## config.mk

```make
export PLATFORM = sky130hd
export DESIGN_NAME = instruction_fetch
export DESIGN_NICKNAME = d
export VERILOG_FILES = /design/src/rtl/riscv_pkg.sv /design/src/rtl/pipe_reg_enrc.sv /design/src/rtl/instruction_fetch.sv
export SDC_FILE = /design/constraint.sdc
export NUM_CORES = 1
export LEC_CHECK = 0
export BUFFER_PORTS_ARGS = -buffer_cell sky130_fd_sc_hd__buf_2
export CAP_MARGIN = 20
export CORE_MARGIN = 3
export CORE_UTILIZATION = 50
export DETAILED_ROUTE_END_ITERATION = 7
export PLACE_DENSITY = 0.78
export SETUP_SLACK_MARGIN = 0.5
export SYNTH_ARGS = -nofsm -noshare
export SYNTH_HDL_FRONTEND = slang
export SYNTH_SLANG_ARGS = --single-unit
```

## constraint.sdc

```tcl
create_clock -name clk -period 6.8 [get_ports clk]
set_input_delay 0.68 -clock clk [delete_from_list [all_inputs] [get_ports clk]]
set_output_delay 0.68 -clock clk [all_outputs]
set_load 0.1 [all_outputs]
```

## src/rtl/riscv_pkg.sv

```systemverilog
// Shared constants and types for the RISC-V front end.
//   XLEN             : datapath width
//   NOP_INSTR        : canonical NOP (addi x0, x0, 0) used as the pipeline bubble
//   DEFAULT_RESET_PC : PC loaded on reset unless overridden
//   if_id_t          : IF/ID register layout
//   IF_ID_BUBBLE     : IF/ID contents after a flush or reset
package riscv_pkg;

  localparam int unsigned XLEN = 32;
  localparam logic [XLEN-1:0] NOP_INSTR = 32'h0000_0013;
  localparam logic [XLEN-1:0] DEFAULT_RESET_PC = 32'h0000_0000;

  typedef struct packed {
    logic [XLEN-1:0] instr;
    logic [XLEN-1:0] pc;
    logic [XLEN-1:0] pc_plus4;
    logic            valid;
  } if_id_t;

  localparam if_id_t IF_ID_BUBBLE = '{
    instr:    NOP_INSTR,
    pc:       '0,
    pc_plus4: '0,
    valid:    1'b0
  };

  // Word-aligned successor address; wraps modulo 2^XLEN.
  function automatic logic [XLEN-1:0] next_seq_pc(input logic [XLEN-1:0] pc);
    return pc + XLEN'(4);
  endfunction

endpackage

```

## src/rtl/pipe_reg_enrc.sv

```systemverilog
// Pipeline register with enable, synchronous clear and asynchronous reset.
// The reset value equals the clear value, so a reset looks like a bubble.
//   clk  : rising-edge clock
//   rst  : asynchronous active-high reset, forces q = CLR_VAL
//   en   : load d on the next edge
//   clr  : load CLR_VAL on the next edge; wins over en
//   d    : data in
//   q    : registered data out
module pipe_reg_enrc #(
  parameter int unsigned           WIDTH   = 32,
  parameter logic [WIDTH-1:0]      CLR_VAL = '0
) (
  input  logic             clk,
  input  logic             rst,
  input  logic             en,
  input  logic             clr,
  input  logic [WIDTH-1:0] d,
  output logic [WIDTH-1:0] q
);

  logic [WIDTH-1:0] data_q;
  logic [WIDTH-1:0] data_d;

  always_comb begin
    data_d = data_q;
    if (clr) begin
      data_d = CLR_VAL;
    end else if (en) begin
      data_d = d;
    end
  end

  always_ff @(posedge clk or posedge rst) begin
    if (rst) begin
      data_q <= CLR_VAL;
    end else begin
      data_q <= data_d;
    end
  end

  assign q = data_q;

endmodule

```

## src/rtl/instruction_fetch.sv

```systemverilog
// Instruction fetch stage: PC register, next-PC selection, IF/ID register
// and a count of instructions delivered into IF/ID.
//   clk, reset          : clock and asynchronous active-high reset
//   pc_f                : registered fetch address to external memory
//   instr_f             : memory data for pc_f (combinational memory)
//   stall_f / stall_d   : hold the PC / hold the IF/ID register
//   flush_d             : load a bubble into IF/ID (wins over stall_d)
//   pc_src_e, pc_target_e : redirect from Execute (wins over stall_f)
//   instr_d, pc_d, pc_plus4_d, valid_d : IF/ID contents
//   misalign_f          : one-cycle pulse after a redirect with target[1:0] != 0
//   fetch_count         : number of valid loads into IF/ID, wraps modulo 2^32
module instruction_fetch
  import riscv_pkg::*;
#(
  parameter logic [XLEN-1:0] RESET_PC = DEFAULT_RESET_PC
) (
  input  logic            clk,
  input  logic            reset,
  output logic [XLEN-1:0] pc_f,
  input  logic [XLEN-1:0] instr_f,
  input  logic            stall_f,
  input  logic            stall_d,
  input  logic            flush_d,
  input  logic            pc_src_e,
  input  logic [XLEN-1:0] pc_target_e,
  output logic [XLEN-1:0] instr_d,
  output logic [XLEN-1:0] pc_d,
  output logic [XLEN-1:0] pc_plus4_d,
  output logic            valid_d,
  output logic            misalign_f,
  output logic [XLEN-1:0] fetch_count
);

  logic [XLEN-1:0] pc_q, pc_d_nxt;
  logic            misalign_q, misalign_d;
  logic [XLEN-1:0] fetch_count_q, fetch_count_d;
  logic [XLEN-1:0] pc_plus4_f;
  logic            if_id_load;
  if_id_t          if_id_in;
  if_id_t          if_id_out;

  assign pc_plus4_f = next_seq_pc(pc_q);

  // IF/ID takes a real instruction only when neither flushed nor stalled.
  assign if_id_load = !flush_d && !stall_d;

  always_comb begin
    pc_d_nxt = pc_plus4_f;
    if (pc_src_e) begin
      // Targets are forced to word alignment; misalign_f reports the fixup.
      pc_d_nxt = {pc_target_e[XLEN-1:2], 2'b00};
    end else if (stall_f) begin
      pc_d_nxt = pc_q;
    end
  end

  always_comb begin
    misalign_d = pc_src_e && (pc_target_e[1:0] != 2'b00);
  end

  always_comb begin
    fetch_count_d = fetch_count_q;
    if (if_id_load) begin
      fetch_count_d = fetch_count_q + XLEN'(1);
    end
  end

  always_comb begin
    if_id_in          = IF_ID_BUBBLE;
    if_id_in.instr    = instr_f;
    if_id_in.pc       = pc_q;
    if_id_in.pc_plus4 = pc_plus4_f;
    if_id_in.valid    = 1'b1;
  end

  always_ff @(posedge clk or posedge reset) begin
    if (reset) begin
      pc_q          <= RESET_PC;
      misalign_q    <= 1'b0;
      fetch_count_q <= '0;
    end else begin
      pc_q          <= pc_d_nxt;
      misalign_q    <= misalign_d;
      fetch_count_q <= fetch_count_d;
    end
  end

  pipe_reg_enrc #(
    .WIDTH   ($bits(if_id_t)),
    .CLR_VAL (IF_ID_BUBBLE)
  ) u_if_id (
    .clk (clk),
    .rst (reset),
    .en  (!stall_d),
    .clr (flush_d),
    .d   (if_id_in),
    .q   (if_id_out)
  );

  assign pc_f        = pc_q;
  assign misalign_f  = misalign_q;
  assign fetch_count = fetch_count_q;
  assign instr_d     = if_id_out.instr;
  assign pc_d        = if_id_out.pc;
  assign pc_plus4_d  = if_id_out.pc_plus4;
  assign valid_d     = if_id_out.valid;

endmodule

```

==> qor.txt, run 1 <==
Status -> finished, final reports clean
# rows -> 44
Clock share of power -> 33.0%
FF/Latch Area -> 3930 µm²
Largest net degree at the start of global routing -> 97
Synth cell types -> 59
Critical Path Max Stage Delay -> 0.81 ns
Hold Crit Class -> in -> async
Area occupied by multi-input gates -> 3400 µm²
Comb power frac -> 29.3%
Total global-route track usage -> 24.4%
Tcrit/Tclk final -> 37.9%
Vert. Die Dim -> 130 µm
Pin slew with the least headroom to its limit -> 0.981 ns
Int Pwr -> 0.00175 W
Power Density -> 315 nW/µm²
CP max-delay cell -> nor3_1
Clock transition at the registers of the reported paths -> 0.06 ns
CTS sink count -> 157
Synth warnings -> 0
Min cycle time layout -> 2.57 ns
Max cap viols -> 0
Synth Instances -> 753
Sw frac -> 40.7%
Syn avg cell area -> 10.2 µm²
Fin. max-slew vios -> 0
Initial Util -> 52.0%
Gpl congestion -> 0.848
Vias -> 6461
Clock Tree Buf Depth -> 2
Hold Buf Count CTS -> 0
Post-DP HPWL -> 14100 µm
Post-synthesis sequential area ratio -> 51.2%
WP data arrival -> 2.86 ns
First-pass GRT wire length -> 32400 µm
Commonest non-fill, non-tap cell in the layout -> buf_2
Fill count -> 1252
GRT overflow -> 0
P_sw -> 0.00120 W
Yosys reg bits -> 157
CP required -> 7.09 ns
Seq pwr share -> 37.7%
Diode count -> 0
Maximum VDD drop -> 0.282 mV
Antenna violations before repair -> 1
Clock skew -> 0.00704 ns
Clock Latency Late Sink -> 0.42 ns
Drt via density -> 5.66
Post-synth EDFFs -> 0
CP startpoint kind -> flop
Placed cell areas -> 8780 µm²
Routed WL -> 20500 µm
TritonCTS clock tree -> built
Commonest cells after routing, fill and taps aside -> buf_2 (227), dfrtp_1 (154), nor2_1 (108)
Layout cell share with drive strength beyond 1 -> 29.3%
# IOs -> 232
Routed Antenna Nets -> 0
RSZ-0062 raised after global routing -> no
Primary FF master, synth -> dfrtp_1
WS Path Type -> reg -> reg
# port buffers -> 229
Die area -> 16900 µm²
Max Clk Rate -> 0.388 GHz
CP Max Fanout -> 7
Drt first-iter violations -> 459
Drt drc -> 0
Final hold vios -> 0
Final Cell Area -> 9400 µm²
WL/cell -> 18.0 µm
Mapped Area -> 7680 µm²
Post-CTS Setup Inserts -> 0
Async SR Flop Fraction -> 100%
Number of H-tree levels -> 4
Placeable Area -> 14800 µm²
Lkg Pwr -> 4.58 nW
Die width -> 130 µm
Post-CTS sizing -> 0
CTS Root Buffer Type -> clkbuf_16
CP Cell Sequence -> ha_1, nand3_1, nor3_1, a211oi_1, a2111oi_0
Final setup viols -> 0
Vias in the first global route -> 6280
Cts bufs inserted -> 17
Post-layout nets -> 1016
Total power -> 0.00296 W
Slew headroom -> 34.6%
Synth-to-layout area growth -> 22.4%
DR pass1 iterations -> 5
Crit end category -> flop
Setup_tns -> 0 ns
Yosys cell counts (11+ instances only):
cell	instances	area share, %
dfrtp_1	154	50
nor2_1	108	5.3
mux2i_1	63	8.2
nand2_1	45	2.2
xnor2_1	40	4.6
clkbuf_1	31	1.5
nand4_1	27	2.2
nand3_1	25	1.6
o21ai_0	25	1.6
nor3_1	15	0.98
or4_1	14	1.4
xor2_1	14	1.6
a211oi_1	12	1.2
a31oi_1	12	0.98
or3_1	12	0.98
and3_1	11	0.90
buf_4	11	1.1
nor4_1	11	0.90
o31ai_1	11	1.1
cell type report:
cell class,count,share of cell area [%]
clock buffers,23,5.40
clock inverters,9,1.14
inverters,13,0.572
multi-input cells,524,36.2
flip-flops and latches,157,41.8
well taps,184,2.45
repair buffers,231,12.4
power by group through the flow:
stage / registers (W) / clock network (W) / logic [W]
2_1_floorplan: 0.00162 / 0 / 0.000213
3_3_place_gp: 0.00113 / 0 / 0.000864
3_5_place_dp: 0.00113 / 0 / 0.000870
4_1_cts: 0.00111 / 0.000989 / 0.000872
5_1_grt: 0.00113 / 0.00103 / 0.000908
6_report: 0.00111 / 0.000976 / 0.000867
per-stage QoR:
step | worst slack [ns] | hold WS (ns) | utilization (%) | instances
floorplan | 1.89 | 0.776 | - | 754
global placement | 4.11 | 0.460 | 59.5 | 1109
detailed placement | 4.00 | 0.463 | 59.5 | 1109
CTS | 4.24 | 0.452 | 63.7 | 1141
global route | 3.81 | 0.458 | 63.7 | 1141
finish | 4.23 | 0.418 | 63.7 | 1141
routing by layer:
| layer | up-vias | global-route usage (%) | wire, µm |
|---|---|---|---|
| li1 | 3075 | - | - |
| met4 | 2 | 8.31 | 456 |
| met3 | 35 | 6.67 | 1480 |
| met2 | 258 | 38.2 | 9650 |
| met5 | - | 0 | 13 |
| met1 | 3091 | 33.1 | 8890 |
logic make-up after synthesis:
kind of cell | count (synthesis) | share of synthesized area, %
and+or+nand+nor | 306 | 20.8
DFF | 157 | 51.2
AOI/OAI and AO/OA | 96 | 8.51
buffers and inverters | 73 | 4.52
muxes | 64 | 8.36
xor gates and xnor gates | 54 | 6.16
adders and majority gates | 2 | 0.326
other | 1 | 0.0489
path summary, 6_finish.rpt:
path | start | endpoint | slack (ns) | cells past startpoint
worst max-delay path | pc_f[2]$_DFFE_PP0N_ | u_if_id.q[23]$_DFFE_PP0P_ | 4.23 | 5
worst min-delay path | reset | u_if_id.q[70]$_DFFE_PP0P_ | 0.42 | 2
worst max register to register | pc_f[2]$_DFFE_PP0N_ | u_if_id.q[23]$_DFFE_PP0P_ | 4.23 | 5
worst min register to register | fetch_count[31]$_DFFE_PP0P_ | fetch_count[31]$_DFFE_PP0P_ | 0.47 | 1
max in group asynchronous | reset | u_if_id.q[95]$_DFFE_PP0P_ | 5.05 | 3
min in group clk | pc_target_e[7] | pc_f[7]$_DFFE_PP0N_ | 0.46 | 3
flip-flops by register name, indices dropped and copies added, names as in the netlist:
name,count
pc_f,30
u_if_id.q,94
fetch_count,32
misalign_f,1
critical path: cells and delay by family (launching register included):
| kind | cells | cell delay [ns] |
|---|---|---|
| AO/OA/AOI/OAI | 2 | 0.58 |
| adder cells (fa/ha/maj) | 1 | 0.31 |
| flip-flops | 1 | 0.48 |
| AND/OR/NAND/NOR | 2 | 1.08 |
Power figures use the tool's default switching activity.
==> run 2, diff against run 1 <==
- CORE_UTILIZATION: 50 -> 47
- PLACE_DENSITY: 0.78 -> 0.77
- clock period: 6.8 -> 2.3 ns (I/O delays scaled with it)
==> run 2 against run 1 <==
Compared with the run above: power rose to 3.0 times the previous value; critical path depth is the same; routed wire length increased by 11%; first-iteration DRC count is 7.8% higher; critical path type unchanged; largest cell class unchanged; largest power group unchanged.
==> qor.txt, run 2 (same netlist as run 1, synthesis figures left out) <==
CTS Root Buffer Type -> clkbuf_16
CP startpoint -> pc_f[14]$_DFFE_PP0N_
Synth-to-layout area growth -> 36.4%
Min cycle time layout -> 2.08 ns (-0.496 ns)
Power Density -> 856 nW/µm² (+170%)
# rows -> 46 (+4.5%)
Routed Antenna Nets -> 0 (unchanged)
CP required -> 2.64 ns (-4.45 ns)
Fin. max-slew vios -> 0 (unchanged)
# port buffers -> 229 (unchanged)
R2R cell count -> 5 (unchanged)
Total global-route track usage -> 24.9% (+0.53 points)
RSZ-0062 raised after global routing -> yes
Max cap viols -> 0 (unchanged)
Reg2reg end -> pc_f[17]$_DFFE_PP0N_
Final Cell Area -> 10500 µm² (+11%)
Max Clk Rate -> 0.481 GHz (+24%)
Layout cell share with drive strength beyond 1 -> 43.5% (+14 points)
Placeable Area -> 15900 µm² (+8.1%)
Crit end category -> flop
Vias in the first global route -> 6736 (+7.3%)
Commonest cells after routing, fill and taps aside -> buf_2 (228), nor2_1 (108), dfrtp_1 (101)
Setup_tns -> 0 ns (unchanged)
Critical Path End -> pc_f[17]$_DFFE_PP0N_
Clock Tree Buf Depth -> 2 (unchanged)
Vias -> 6945 (+7.5%)
Final setup viols -> 0 (unchanged)
Initial Util -> 48.1% (-3.9 points)
WL/cell -> 18.4 µm (+2.3%)
Clock transition at the registers of the reported paths -> 0.07 ns (about the same)
Lkg Pwr -> 5.03 nW (+9.7%)
Final hold vios -> 0 (unchanged)
Pin slew with the least headroom to its limit -> 0.534 ns (-0.447 ns)
Drt via density -> 5.59 (-1.3%)
CP Max Fanout -> 8 (+1)
Routed WL -> 22800 µm (+11%)
CP startpoint kind -> flop
Largest register FFs -> 94 (unchanged)
Commonest non-fill, non-tap cell in the layout -> buf_2
Reg2reg setup slack -> 0.22 ns (-4.00 ns)
Vert. Die Dim -> 134 µm (+3.0%)
Placed cell areas -> 9290 µm² (+5.7%)
Largest net degree at the start of global routing -> 65 (-33%)
Die area -> 17900 µm² (+6.1%)
Hold Crit Class -> in -> reg
First-pass GRT wire length -> 35700 µm (+10%)
Status -> finished, final reports clean
Diode count -> 0 (unchanged)
Slew headroom -> 64.3% (+30 points)
Post-layout nets -> 1085 (+6.8%)
Antenna violations before repair -> 0 (-1)
# IOs -> 232 (unchanged)
Maximum VDD drop -> 0.545 mV (+93%)
Cts bufs inserted -> 17 (unchanged)
Gpl congestion -> 0.906 (+6.8%)
DR pass1 iterations -> 5 (unchanged)
Number of H-tree levels -> 4 (unchanged)
Post-DP HPWL -> 15200 µm (+7.8%)
Drt drc -> 0 (unchanged)
Worst hold margin -> 0.0143 ns (-0.404 ns)
Clock Latency Late Sink -> 0.42 ns (about the same)
WS Path Type -> reg -> reg
Reg2reg start -> pc_f[14]$_DFFE_PP0N_
Tcrit/Tclk final -> 90.4% (+53 points)
CTS sink count -> 157 (unchanged)
TritonCTS clock tree -> built
WP data arrival -> 2.42 ns (-0.44 ns)
Clock skew -> 0.00936 ns (+0.00233 ns)
GRT overflow -> 0 (unchanged)
Drt first-iter violations -> 495 (+7.8%)
Die width -> 134 µm (+3.0%)
-- run 2: power by group --
group	internal [W]	leakage, nW	total, W	switching (W)
logic	0.000562	2.79	0.00285	0.00229
clock network	0.00162	0.281	0.00284	0.00121
registers	0.00300	1.96	0.00327	0.000274
-- run 2: final cells by class --
| cell class | instances | area (µm²) |
|---|---|---|
| sequential | 157 | 4000 |
| multi-input combinational | 524 | 3780 |
| clock inverter | 14 | 163 |
| tap | 216 | 270 |
| inverter | 13 | 52.6 |
| clock buffer | 18 | 429 |
| timing repair buffer | 300 | 1780 |
| fill | 1257 | 5470 |
-- run 2: routing by layer --
layer,vias to the layer above,track usage (%),routed length [µm]
met4,0,8.17,543
li1,3221,-,-
met3,50,7.13,1650
met5,-,0,0
met1,3380,33.7,9690
met2,294,39.1,10900
-- run 2: worst max-delay path: stages, from the launching register on --
cell and delay, ns:
dfrtp_2 0.43, nand4_1 0.22, or4_4 0.62, buf_6 0.16
or4_1 0.40, a31oi_1 0.16
-- run 2: worst min-delay path by stage --
stage	start	endpoint	slack, ns	depth (start not counted)
2_1_floorplan	pc_target_e[27]	pc_f[27]$_DFFE_PP0N_	0.35	2
3_3_place_gp	reset	fetch_count[13]$_DFFE_PP0P_	0.18	2
3_5_place_dp	reset	fetch_count[13]$_DFFE_PP0P_	0.18	2
4_1_cts	pc_target_e[10]	pc_f[10]$_DFFE_PP0N_	0.004	3
5_1_grt	pc_target_e[2]	pc_f[2]$_DFFE_PP0N_	0.02	3
6_report	pc_target_e[10]	pc_f[10]$_DFFE_PP0N_	0.01	3
-- run 2: repair_timing --
action	in CTS	in global routing
hold buffers	2	0
endpoints found under the setup margin	25	52
pin swaps	22	24
hold endpoints to repair	5	0
setup buffers	32	13
cloned	0	2
resized for setup	10	39
-- run 2: per-stage QoR --
step,std cells,util [%],worst slack [ns],power [W]
global placement,1161,58.2,0.201,0.00601
global route,1242,65.7,0.153,0.00929
detailed placement,1161,58.2,0.129,0.00604
floorplan,754,-,-0.0807,0.00553
finish,1242,65.7,0.221,0.00896
CTS,1227,63.9,0.224,0.00894
